[src/rtl/vga_sync_gen_pkg.sv]
`default_nettype none
// ============================================================================
//  Module      : vga_sync_gen_pkg
//  Description : Shared 640x480@60 Hz VGA timing constants, the bundle of
//                delayed sync/video bits and a sync polarity helper.
//  Revision    : 1.0 - initial release
// ============================================================================
package vga_sync_gen_pkg;

  // Horizontal timing in pixels
  localparam int c_h_display = 640;
  localparam int c_h_front   = 16;
  localparam int c_h_sync    = 96;
  localparam int c_h_back    = 48;
  localparam int c_h_total   = c_h_display + c_h_front + c_h_sync + c_h_back;

  // Vertical timing in lines
  localparam int c_v_display = 480;
  localparam int c_v_front   = 10;
  localparam int c_v_sync    = 2;
  localparam int c_v_back    = 33;
  localparam int c_v_total   = c_v_display + c_v_front + c_v_sync + c_v_back;

  // Sync pulse windows (inclusive bounds)
  localparam int c_hs_start  = c_h_display + c_h_front;
  localparam int c_hs_end    = c_h_display + c_h_front + c_h_sync - 1;
  localparam int c_vs_start  = c_v_display + c_v_front;
  localparam int c_vs_end    = c_v_display + c_v_front + c_v_sync - 1;

  // System clocks per pixel
  localparam int c_clk_div   = 4;

  // Bits carried through the alignment delay line
  typedef struct packed {
    logic hs;
    logic vs;
    logic vid;
  } sync_bits_t;

  // Drive a sync line to its active level or to the opposite level
  function automatic logic sync_level(input logic active, input logic pol);
    return active ? pol : ~pol;
  endfunction

endpackage
`default_nettype wire

[src/rtl/vga_sync_gen_sync_delay_line.sv]
`default_nettype none
// ============================================================================
//  Module      : vga_sync_gen_sync_delay_line
//  Description : Enable-gated shift register that delays the sync/video bits
//                so they line up with the renderer's pipelined rgb output.
//                DEPTH 0 still keeps one stage so the outputs stay registered.
//  Revision    : 1.0 - initial release
// ============================================================================
module vga_sync_gen_sync_delay_line #(
  parameter int               WIDTH     = 3,
  parameter int               DEPTH     = 2,
  parameter logic [WIDTH-1:0] RESET_VAL = '0
) (
  input  logic             i_clk,
  input  logic             i_rst_n,
  input  logic             i_en,
  input  logic [WIDTH-1:0] i_d,
  output logic [WIDTH-1:0] o_q
);

  localparam int c_stages = (DEPTH < 1) ? 1 : DEPTH;

  logic [WIDTH-1:0] r_stage [c_stages];

  // Shift one stage per enable; every stage resets to the idle pattern
  always_ff @(posedge i_clk or negedge i_rst_n) begin
    if (!i_rst_n) begin
      for (int i = 0; i < c_stages; i++) begin
        r_stage[i] <= RESET_VAL;
      end
    end else if (i_en) begin
      r_stage[0] <= i_d;
      for (int i = 1; i < c_stages; i++) begin
        r_stage[i] <= r_stage[i-1];
      end
    end
  end

  assign o_q = r_stage[c_stages-1];

endmodule
`default_nettype wire

[src/rtl/vga_sync_gen.sv]
`default_nettype none
// ============================================================================
//  Module      : vga_sync_gen
//  Description : VGA timing generator. Divides the system clock into a pixel
//                enable, runs the x/y raster counters, decodes sync/video and
//                delays them to match the renderer. Also emits frame and
//                vblank strobes for the physics update.
//  Revision    : 1.0 - initial release
// ============================================================================
module vga_sync_gen
  import vga_sync_gen_pkg::*;
#(
  parameter int   CLK_DIV   = c_clk_div,
  parameter int   H_DISPLAY = c_h_display,
  parameter int   H_FRONT   = c_h_front,
  parameter int   H_SYNC    = c_h_sync,
  parameter int   H_BACK    = c_h_back,
  parameter int   V_DISPLAY = c_v_display,
  parameter int   V_FRONT   = c_v_front,
  parameter int   V_SYNC    = c_v_sync,
  parameter int   V_BACK    = c_v_back,
  parameter logic SYNC_POL  = 1'b0,
  parameter int   PIPE_DLY  = 2
) (
  input  logic       CLK100MHZ,
  input  logic       CPU_RESETN,
  output logic       pix_tick,
  output logic [9:0] x,
  output logic [9:0] y,
  output logic       frame_start,
  output logic       vblank_start,
  output logic       video_on,
  output logic       VGA_HS,
  output logic       VGA_VS
);

  localparam int c_div_w   = $clog2(CLK_DIV);
  localparam int c_h_total = H_DISPLAY + H_FRONT + H_SYNC + H_BACK;
  localparam int c_v_total = V_DISPLAY + V_FRONT + V_SYNC + V_BACK;

  localparam logic [c_div_w-1:0] c_div_last = c_div_w'(CLK_DIV - 1);
  localparam logic [c_div_w-1:0] c_div_pre  = c_div_w'(CLK_DIV - 2);

  localparam logic [9:0] c_h_last   = 10'(c_h_total - 1);
  localparam logic [9:0] c_v_last   = 10'(c_v_total - 1);
  localparam logic [9:0] c_h_vis    = 10'(H_DISPLAY);
  localparam logic [9:0] c_v_vis    = 10'(V_DISPLAY);
  localparam logic [9:0] c_hs_first = 10'(H_DISPLAY + H_FRONT);
  localparam logic [9:0] c_hs_final = 10'(H_DISPLAY + H_FRONT + H_SYNC - 1);
  localparam logic [9:0] c_vs_first = 10'(V_DISPLAY + V_FRONT);
  localparam logic [9:0] c_vs_final = 10'(V_DISPLAY + V_FRONT + V_SYNC - 1);

  // Idle pattern: syncs inactive, video blanked
  localparam logic [2:0] c_idle = {~SYNC_POL, ~SYNC_POL, 1'b0};

  logic [c_div_w-1:0] r_div;
  logic               r_pix_tick;
  logic [9:0]         r_x;
  logic [9:0]         r_y;
  sync_bits_t         w_raw;
  sync_bits_t         w_dly;

  // Clock divider; the tick is registered so it is high exactly while div is at its last count
  always_ff @(posedge CLK100MHZ or negedge CPU_RESETN) begin
    if (!CPU_RESETN) begin
      r_div      <= '0;
      r_pix_tick <= 1'b0;
    end else begin
      r_div      <= (r_div == c_div_last) ? '0 : r_div + 1'b1;
      r_pix_tick <= (r_div == c_div_pre);
    end
  end

  // Raster counters advance on the edge that closes a tick cycle
  always_ff @(posedge CLK100MHZ or negedge CPU_RESETN) begin
    if (!CPU_RESETN) begin
      r_x <= '0;
      r_y <= '0;
    end else if (r_pix_tick) begin
      if (r_x == c_h_last) begin
        r_x <= '0;
        r_y <= (r_y == c_v_last) ? '0 : r_y + 1'b1;
      end else begin
        r_x <= r_x + 1'b1;
      end
    end
  end

  // Raw sync/video decode of the pixel currently being emitted
  always_comb begin
    w_raw     = c_idle;
    w_raw.hs  = sync_level((r_x >= c_hs_first) && (r_x <= c_hs_final), SYNC_POL);
    w_raw.vs  = sync_level((r_y >= c_vs_first) && (r_y <= c_vs_final), SYNC_POL);
    w_raw.vid = (r_x < c_h_vis) && (r_y < c_v_vis);
  end

  vga_sync_gen_sync_delay_line #(
    .WIDTH     (3),
    .DEPTH     (PIPE_DLY),
    .RESET_VAL (c_idle)
  ) u_delay (
    .i_clk   (CLK100MHZ),
    .i_rst_n (CPU_RESETN),
    .i_en    (r_pix_tick),
    .i_d     (w_raw),
    .o_q     (w_dly)
  );

  assign pix_tick     = r_pix_tick;
  assign x            = r_x;
  assign y            = r_y;
  assign frame_start  = r_pix_tick && (r_x == '0) && (r_y == '0);
  assign vblank_start = r_pix_tick && (r_x == '0) && (r_y == c_v_vis);
  assign video_on     = w_dly.vid;
  assign VGA_HS       = w_dly.hs;
  assign VGA_VS       = w_dly.vs;

endmodule
`default_nettype wire

[config.mk]
export PLATFORM = sky130hd
export DESIGN_NAME = vga_sync_gen
export DESIGN_NICKNAME = d
export VERILOG_FILES = /design/src/rtl/vga_sync_gen_pkg.sv /design/src/rtl/vga_sync_gen_sync_delay_line.sv /design/src/rtl/vga_sync_gen.sv
export SDC_FILE = /design/constraint.sdc
export NUM_CORES = 1
export LEC_CHECK = 0
export BUFFER_PORTS_ARGS = -buffer_cell sky130_fd_sc_hd__buf_2
export CORE_MARGIN = 1.5
export CORE_UTILIZATION = 50
export DETAILED_ROUTE_END_ITERATION = 10
export GPL_TIMING_DRIVEN = 1
export PLACE_DENSITY = 0.71
export REMOVE_ABC_BUFFERS = 1
export SLEW_MARGIN = 20
export SYNTH_ARGS = -nofsm -noshare
export SYNTH_HDL_FRONTEND = slang
export SYNTH_HIERARCHICAL = 1
export SYNTH_SLANG_ARGS = --single-unit
[constraint.sdc]
create_clock -name CLK100MHZ -period 2 [get_ports CLK100MHZ]
set_input_delay 0.2 -clock CLK100MHZ [delete_from_list [all_inputs] [get_ports CLK100MHZ]]
set_output_delay 0.2 -clock CLK100MHZ [all_outputs]
set_load 0.005 [all_outputs]
==> out/metrics.yaml, run 1 <==
global_routing:
  grt_remaining_overflow: 0
  grt_start_max_net_pins: 30
  grt.total_usage: 0.2117
  grt_pass1_vias: 1121
  grt_pass1_wl_mm: 5.457
  antenna_found_initial: 0
synth:
  yosysTopAreaCell: "dfrtp_1"
  syn-mean-instance-area_um2: 11.10
  synth-edff-count: 0
  synthDistinctLibCells: 40
  yosys-top-cells-count: "25 x dfrtp_1, 10 x nor2_1, 9 x nand3_1, 8 x inv_1"
  ys_top_cells_by_area: "dfrtp_1 40%, dfstp_2 6.7%, mux2_4 5.7%, ha_1 5.6%, xnor2_1 3.9%"
  synthFlopType: "dfrtp_1"
  synth_warnings: 6
  yosysMostFrequentCell: "dfrtp_1"
  ys_seq_area_frac: 0.4635
  async_flop_share: 1.000
  synth_top_area_frac: 0.3968
  netlist_area_um2: 1577
  netlist_instances: 142
  ys_ff_latch: 29
power_and_ir_drop:
  seqPwrFrac: 0.611
  p_comb_frac: 0.013
  ir_drop_mv: 0.2801
  power_leakage_nw: 0.9137
  p_switching_w: 0.0001973
  p_sw_frac: 0.2058
  p_per_area_nw_per_um2: 506.1
  p_int_w: 0.0007613
  p_clk_frac: 0.375
worst_setup_path:
  crit_family: "simple AND/OR/NAND/NOR gates"
  cp_max_fo: 2
  path_buf_inv: 2
  crit_path_end_kind: "primary output"
  worstPathRequired_ns: 1.80
  cp_slowest_cell: "dfrtp_1"
  cp-start-kind: "flip-flop"
  cpPeakStageDelay_ns: 0.40
  cp_cell_sequence: "inv_2, ha_4, nand2_2, nor3_2, nand4_1, nor4b_2, buf_2"
  cp.arrival_ns: 1.74
  crit_type: "reg -> out"
outcome:
  outcome: "finished clean"
floorplanning:
  core_area_um2: 3028
  start_util: 0.5207
  die_x_um: 59.15
  dieArea_um2: 3499
  row_count: 20
  die_h_um: 59.15
  ios: 28
layout:
  nNetsFinal: 187
  fin_area_um2: 1894
  drive_gt1_frac: 0.3855
  syn2layout_area_growth_pct: 20.16
  final_cell_count_no_fill: 223
  num_antenna_cells: 0
clocking:
  cts_tree: "done"
  clock-sinks: 29
  htreeDepth: 2
  cts_buffer_depth: 2
  numCtsBuffers: 5
  root_buffer: "clkbuf_4"
  clock_latency_ns: 0.32
  clk_pin_slew_worst_paths_ns: 0.09
route:
  routed_wl_mm: 3.326
  firstDrtPassIters: 4
  vias: 1208
  wl_per_cell_um: 14.91
  via_per_inst: 5.417
  drt_iter0_markers: 42
  ant_nets: 0
  drc: 0
timing:
  rsz0062_at_grt: "true"
  holdWs_ns: 0.4324
  setup_viol: 0
  finalHoldViolCount: 0
  min_period_ns: 1.945
  maxSlewHeadroom: 0.5818
  final.period_utilization: 0.9725
  slew_violations: 0
  max_freq_mhz: 514.2
  finalSetupTns_ns: 0
  clock_skew_ns: 0.006409
  tightest_slew_ns: 0.6273
placed_design:
  place_congestion: 0.9879
  dp_hpwl_mm: 2.288
  placed_cell_area_um2: 1738
  io_buffers: 27
  dp.cells: 208
hold_path:
  hp-class: "in -> async"
job:
  cap_viol_max_count: 0
-- flip-flops by register name, summed over array words and instances, names as in the netlist --
name	count
r_div	2
pix_tick	1
y	10
u_delay/r_stage	3
u_delay/o_q	3
x	10
-- power groups by stage --
stage          clock [W]  combinational, W  sequential [W]
2_1_floorplan          0    0.000000000335        0.000598
3_3_place_gp           0         0.0000122        0.000598
3_5_place_dp           0         0.0000123        0.000598
4_1_cts         0.000372         0.0000137        0.000586
5_1_grt         0.000406         0.0000156        0.000586
6_report        0.000360         0.0000128        0.000586
-- cell type report --
type	count	area, um^2
timing repair buffer	37	212.7
sequential	29	735.7
clock buffer	8	58.81
inverter	8	30.03
tap	44	55.05
fill	248	1134
multi-input combinational	97	802.0
-- cell families (layout without fill, tap and decap cells) --
group | after synthesis | count (layout) | synth area share
DFF | 29 | 29 | 0.4635
adders and majority gates | 7 | 7 | 0.05555
xor gates and xnor gates | 10 | 10 | 0.05556
muxes | 9 | 9 | 0.07619
buffers and inverters | 16 | 53 | 0.05159
and+or+nand+nor | 58 | 58 | 0.2445
AOI/OAI and AO/OA | 13 | 13 | 0.05317
-- through the flow --
step | worst slack [ns] | total power, W | util
floorplan | 0.2580 | 0.0005977 | -
global placement | 0.2699 | 0.0006097 | 0.5740
detailed placement | 0.2518 | 0.0006098 | 0.5740
CTS | 0.01017 | 0.0009718 | 0.6103
global route | -0.07977 | 0.001008 | 0.6256
finish | 0.05505 | 0.0009586 | 0.6256
-- cell usage in the layout (no fill, tap or decap), types with 2 or more instances in the layout --
| cell type | instances |
|---|---|
| buf_2 | 27 |
| dfrtp_1 | 21 |
| nor2_1 | 10 |
| nand3_1 | 9 |
| buf_4 | 9 |
| nand4_1 | 7 |
| xnor2_1 | 7 |
| inv_1 | 6 |
| nand2_1 | 6 |
| ha_1 | 6 |
| mux2_4 | 6 |
| and3_1 | 5 |
| clkbuf_4 | 5 |
| dfrtp_2 | 4 |
| dfstp_2 | 4 |
| and4_1 | 3 |
| mux2i_1 | 3 |
| o21ai_0 | 3 |
| xor2_1 | 3 |
| nor3_2 | 2 |
| inv_2 | 2 |
| nor3_1 | 2 |
| o21ai_1 | 2 |
| o22ai_1 | 2 |
| clkbuf_1 | 2 |
-- what timing repair did --
| action | CTS | global route |
|---|---|---|
| cloned | 0 | 0 |
| hold buffers | 1 | 0 |
| resized for setup | 4 | 9 |
| hold endpoints to repair | 25 | 0 |
| setup endpoints to repair | 1 | 2 |
| pin swaps | 2 | 3 |
| buffers inserted | 3 | 3 |
-- routing by layer --
layer	global-route usage	vias up	part of all wire
met5	0	-	0
met4	0.07468	0	0.013
met3	0.06769	6	0.035
met2	0.3238	27	0.49
met1	0.2823	600	0.46
li1	-	575	-
-- worst paths after layout --
kind                       slack (ns)            to  depth (start not counted)        from
setup / recovery                 0.06  vblank_start                          7        x[0]
hold / removal                   0.43          y[4]                          2  CPU_RESETN
setup reg to reg                 0.20          y[3]                          5        x[0]
hold reg to reg                  0.45      r_div[0]                          1    r_div[0]
max in group asynchronous        1.13          x[3]                          2  CPU_RESETN
min in group CLK100MHZ           0.45      r_div[0]                          1    r_div[0]
Power figures use the tool's default switching activity.
==> run 2, diff against run 1 <==
Settings changed: CORE_ASPECT_RATIO set to 0.6, CORE_UTILIZATION 50 to 55, PLACE_DENSITY 0.71 to 0.77, SETUP_SLACK_MARGIN set to 0.5.
==> out/metrics.yaml, run 2 (same netlist as run 1, synthesis figures left out) <==
power_and_ir_drop:
  ir_drop_mv: 0.5016
  p_per_area_nw_per_um2: 571.1
  p_total_w: 0.001235
  power_leakage_nw: 1.039
placed_design:
  dp_hpwl_mm: 2.411
  place_congestion: 0.9585
  placed_cell_area_um2: 1715
  io_buffers: 27
route:
  wl_per_cell_um: 21.44
  firstDrtPassIters: 7
  routed_wl_mm: 4.888
  drt_iter0_markers: 217
  via_per_inst: 6.518
  ant_nets: 0
  drc: 0
  vias: 1486
outcome:
  outcome: "complete, but fails checks"
  violations: "negative setup slack"
layout:
  final_cell_mix: "27 x buf_2, 19 x dfrtp_1, 18 x buf_4, 9 x nor2_1"
  regArea_um2: 738.2
  fin_area_um2: 2162
  final_common_cell: "buf_2"
  drive_gt1_frac: 0.5153
  nNetsFinal: 204
  fin_util: 0.8284
  syn2layout_area_growth_pct: 37.14
  multiInputGateArea_um2: 867.1
  num_antenna_cells: 0
  fillers: 133
worst_setup_path:
  cp-startpoint: "x[1]"
  worstPathRequired_ns: 1.80
  cp_slowest_cell: "dfrtp_1"
  path_buf_inv: 2
  r2r_setup_slack_ns: 0.02
  r2r_cells: 8
  r2r_start: "x[1]"
  crit_end: "vblank_start"
  cp_cell_sequence: "inv_2, ha_4, nand2_2, nor3_2, nand4_1, nor4b_2, buf_2"
  rr_endpoint: "y[3]"
  cpPeakStageDelay_ns: 0.40
  worst-path-stages: 7
  crit_path_end_kind: "primary output"
  crit_type: "reg -> out"
  crit_family: "simple AND/OR/NAND/NOR gates"
  cp_max_fo: 2
  cp.arrival_ns: 1.85
  cp-start-kind: "flip-flop"
floorplanning:
  start_util: 0.6040
  dieArea_um2: 3207
  core_area_um2: 2610
  ios: 28
  die_h_um: 44.47
  die_x_um: 72.12
  row_count: 14
global_routing:
  antenna_found_initial: 0
  grt_pass1_vias: 1280
  grt.total_usage: 0.2819
  grt_start_max_net_pins: 30
  grt_remaining_overflow: 0
  grt_pass1_wl_mm: 6.568
clocking:
  clock_latency_ns: 0.28
  cts_tree: "done"
  numCtsBuffers: 5
  root_buffer: "clkbuf_8"
  clk_pin_slew_worst_paths_ns: 0.06
  clock-sinks: 29
  htreeDepth: 2
  cts_buffer_depth: 2
timing:
  fin_ws_ns: -0.04706
  final.period_utilization: 1.024
  max_freq_mhz: 488.5
  finalHoldViolCount: 0
  min_period_ns: 2.047
  clock_skew_ns: 0.003195
  setup_viol: 1
  maxSlewHeadroom: 0.5828
  rsz0062_at_grt: "true"
  tightest_slew_ns: 0.6258
  slew_violations: 0
job:
  cap_viol_max_count: 0
hold_path:
  hp-class: "reg -> reg"
## run 2: changes by cell type in the layout (fill, tap and decap cells not counted), sizes merged
cell / change
buf: +17
bufinv: +1
clkbuf: -1
## run 2: worst min-delay path by stage
stage / start / endpoint / depth (start not counted)
after floorplan: CPU_RESETN / pix_tick / 0
final: r_div[0] / r_div[0] / 1
after global routing: r_div[0] / r_div[0] / 1
after detailed placement: CPU_RESETN / r_div[0] / 1
after global placement: CPU_RESETN / pix_tick / 1
after CTS: r_div[0] / r_div[0] / 1
## run 2: through the flow
step	hold slack, ns	std cells	setup WS, ns	setup TNS (ns)
final	0.4549	228	-0.04706	-0.04706
after floorplan	-0.09559	134	0.2580	0
after global placement	0.2440	195	0.3267	0
after detailed placement	0.2515	195	0.2850	0
after global routing	0.4943	228	-0.06542	-0.07946
after CTS	0.4510	224	0.1519	0
## run 2: routing by layer
metal	track usage	part of all wire	up-vias
met5	0	0	-
met2	0.4426	0.44	118
met3	0.07289	0.11	36
met1	0.3913	0.41	717
met4	0.08302	0.042	0
li1	-	-	615
## run 2: area by class of cell
type                       count  share of cell area
multi-input combinational     97              0.4010
clock buffer                   7             0.03993
inverter                       8             0.01389
sequential                    29              0.3414
clock inverter                 1             0.01389
timing repair buffer          54              0.1713
tap                           32             0.01852
## run 2: where the power goes
| part | total [W] | switching, W | internal [W] |
|---|---|---|---|
| registers | 0.000587 | 0 | 0.000587 |
| clock network | 0.000635 | 0.000229 | 0.000406 |
| logic | 0.0000128 | 0.0000108 | 0.00000196 |
| total | 0.00123 | 0.000240 | 0.000995 |
## run 2: what timing repair did
item / CTS / global route
pin swaps: 11 / 10
hold buffers: 1 / 0
endpoints found under the setup margin: 14 / 21
setup buffers: 20 / 4
hold endpoints to repair: 25 / 0
gates resized for setup: 17 / 22
==> run 3, diff against run 2 <==
Settings changed: CORE_MARGIN 1.5 to 5.
==> out/metrics.yaml, run 3 (same netlist as run 1, synthesis figures left out) <==
outcome:
  outcome: "finished clean"
layout:
  final_cell_mix: "27 x buf_2, 21 x buf_4, 15 x dfrtp_1, 10 x dfrtp_2, 9 x nor2_1"
  regArea_um2: 743.2
  nNetsFinal: 203
  fillers: 169
  fin_util: 0.7529
  num_antenna_cells: 0
  final_cell_count_no_fill: 229
  drive_gt1_frac: 0.5487
  syn2layout_area_growth_pct: 34.44
  multiInputGateArea_um2: 869.6
  final_common_cell: "buf_2"
power_and_ir_drop:
  seqPwrFrac: 0.542
  power_leakage_nw: 1.003
  p_int_w: 0.0008282
  p_sw_frac: 0.2352
  p_clk_frac: 0.446
  p_switching_w: 0.0002547
  ir_drop_mv: 0.4513
  p_comb_frac: 0.012
  p_per_area_nw_per_um2: 510.9
global_routing:
  grt_pass1_wl_mm: 6.403
  grt.total_usage: 0.2102
  grt_remaining_overflow: 0
  grt_pass1_vias: 1316
  antenna_found_initial: 0
  grt_start_max_net_pins: 30
timing:
  maxSlewHeadroom: 0.5703
  min_period_ns: 1.895
  finalHoldViolCount: 0
  tightest_slew_ns: 0.6446
  setup_viol: 0
  final.period_utilization: 0.9477
  max_freq_mhz: 527.6
  clock_skew_ns: 0.004881
  rsz0062_at_grt: "true"
  slew_violations: 0
placed_design:
  place_congestion: 0.8752
  io_buffers: 27
  dp_hpwl_mm: 2.368
  dp.cells: 197
route:
  drt_iter0_markers: 65
  firstDrtPassIters: 4
  wl_per_cell_um: 18.73
  ant_nets: 0
  drc: 0
  via_per_inst: 5.974
  vias: 1368
  routed_wl_mm: 4.289
worst_setup_path:
  cp_cell_sequence: "inv_2, ha_4, nand2_2, nor3_2, nand4_1, nor4b_2, buf_2"
  crit_path_end_kind: "primary output"
  cp.arrival_ns: 1.70
  cp_slowest_cell: "dfrtp_1"
  crit_type: "reg -> out"
  worstPathRequired_ns: 1.80
  cp_max_fo: 2
  cpPeakStageDelay_ns: 0.40
  cp-start-kind: "flip-flop"
floorplanning:
  ios: 28
  dieArea_um2: 4072
  core_area_um2: 2815
  die_x_um: 79.12
  die_h_um: 51.47
  start_util: 0.5600
  row_count: 15
clocking:
  cts_tree: "done"
  clk_pin_slew_worst_paths_ns: 0.07
  htreeDepth: 2
  cts_buffer_depth: 2
  clock-sinks: 29
  clock_latency_ns: 0.29
  numCtsBuffers: 5
  root_buffer: "clkbuf_8"
hold_path:
  hp-class: "reg -> reg"
job:
  cap_viol_max_count: 0
run 3: cell count changes in the layout (fill, tap and decap cells not counted), sizes merged:
| cell | delta |
|---|---|
| clkbuf | -2 |
| buf | -1 |
| bufinv | -1 |
| clkinvlp | +1 |
| clkinv | +2 |
run 3: path summary, 6_finish.rpt:
path,end,cells past startpoint,slack [ns],start
min reg2reg,r_div[0],1,0.45,r_div[0]
min in group asynchronous,u_delay/r_stage[3],2,0.47,CPU_RESETN
min,r_div[0],1,0.45,r_div[0]
max in group asynchronous,x[4],2,1.07,CPU_RESETN
max reg2reg,y[6],9,0.19,x[1]
max,vblank_start,7,0.10,x[1]
run 3: timing repair:
item	in CTS	in global routing
buffers inserted	15	8
pin swaps	8	10
hold endpoints to repair	25	0
endpoints found under the setup margin	12	19
hold buffers	1	0
gates resized for setup	19	22
run 3: power by group through the flow:
stage                     registers (W)  clock network (W)       logic (W)
after CTS                      0.000587           0.000483       0.0000141
final                          0.000587           0.000483       0.0000131
after detailed placement       0.000598                  0       0.0000127
after global routing           0.000586           0.000519       0.0000160
after floorplan                0.000598                  0  0.000000000335
after global placement         0.000598                  0       0.0000122
run 3: layout make-up:
type,instances,area share
tap,34,0.02007
multi-input combinational,97,0.4103
clock inverter,3,0.008264
timing repair buffer,53,0.1641
clock buffer,5,0.03247
inverter,8,0.01417
sequential,29,0.3506
run 3: per-stage QoR:
step / TNS [ns] / hold WS (ns) / power (W) / area [um^2] / setup slack [ns]
after floorplan: 0 / -0.09559 / 0.0005977 / 1525 / 0.2580
after global placement: 0 / 0.2531 / 0.0006098 / 1718 / 0.3310
after detailed placement: 0 / 0.2649 / 0.0006102 / 1718 / 0.2828
after CTS: 0 / 0.4559 / 0.001084 / 1991 / 0.1494
after global routing: -0.01132 / 0.4811 / 0.001121 / 2120 / -0.01132
final: 0 / 0.4509 / 0.001083 / 2120 / 0.1046
run 3: routing by layer:
metal  part of all wire  global-route usage  up-vias
li1                   -                   -      610
met1               0.44              0.2906      658
met2               0.45              0.3115       84
met3              0.082             0.05458       16
met4              0.027             0.09143        0
met5                  0                   0        -
run 3: critical path, delay by kind of cell, from the launching register on:
family	cells	cell delay, ns
adders and majority gates	1	0.13
buffers and inverters	2	0.24
DFF	1	0.40
and+or+nand+nor	4	0.63
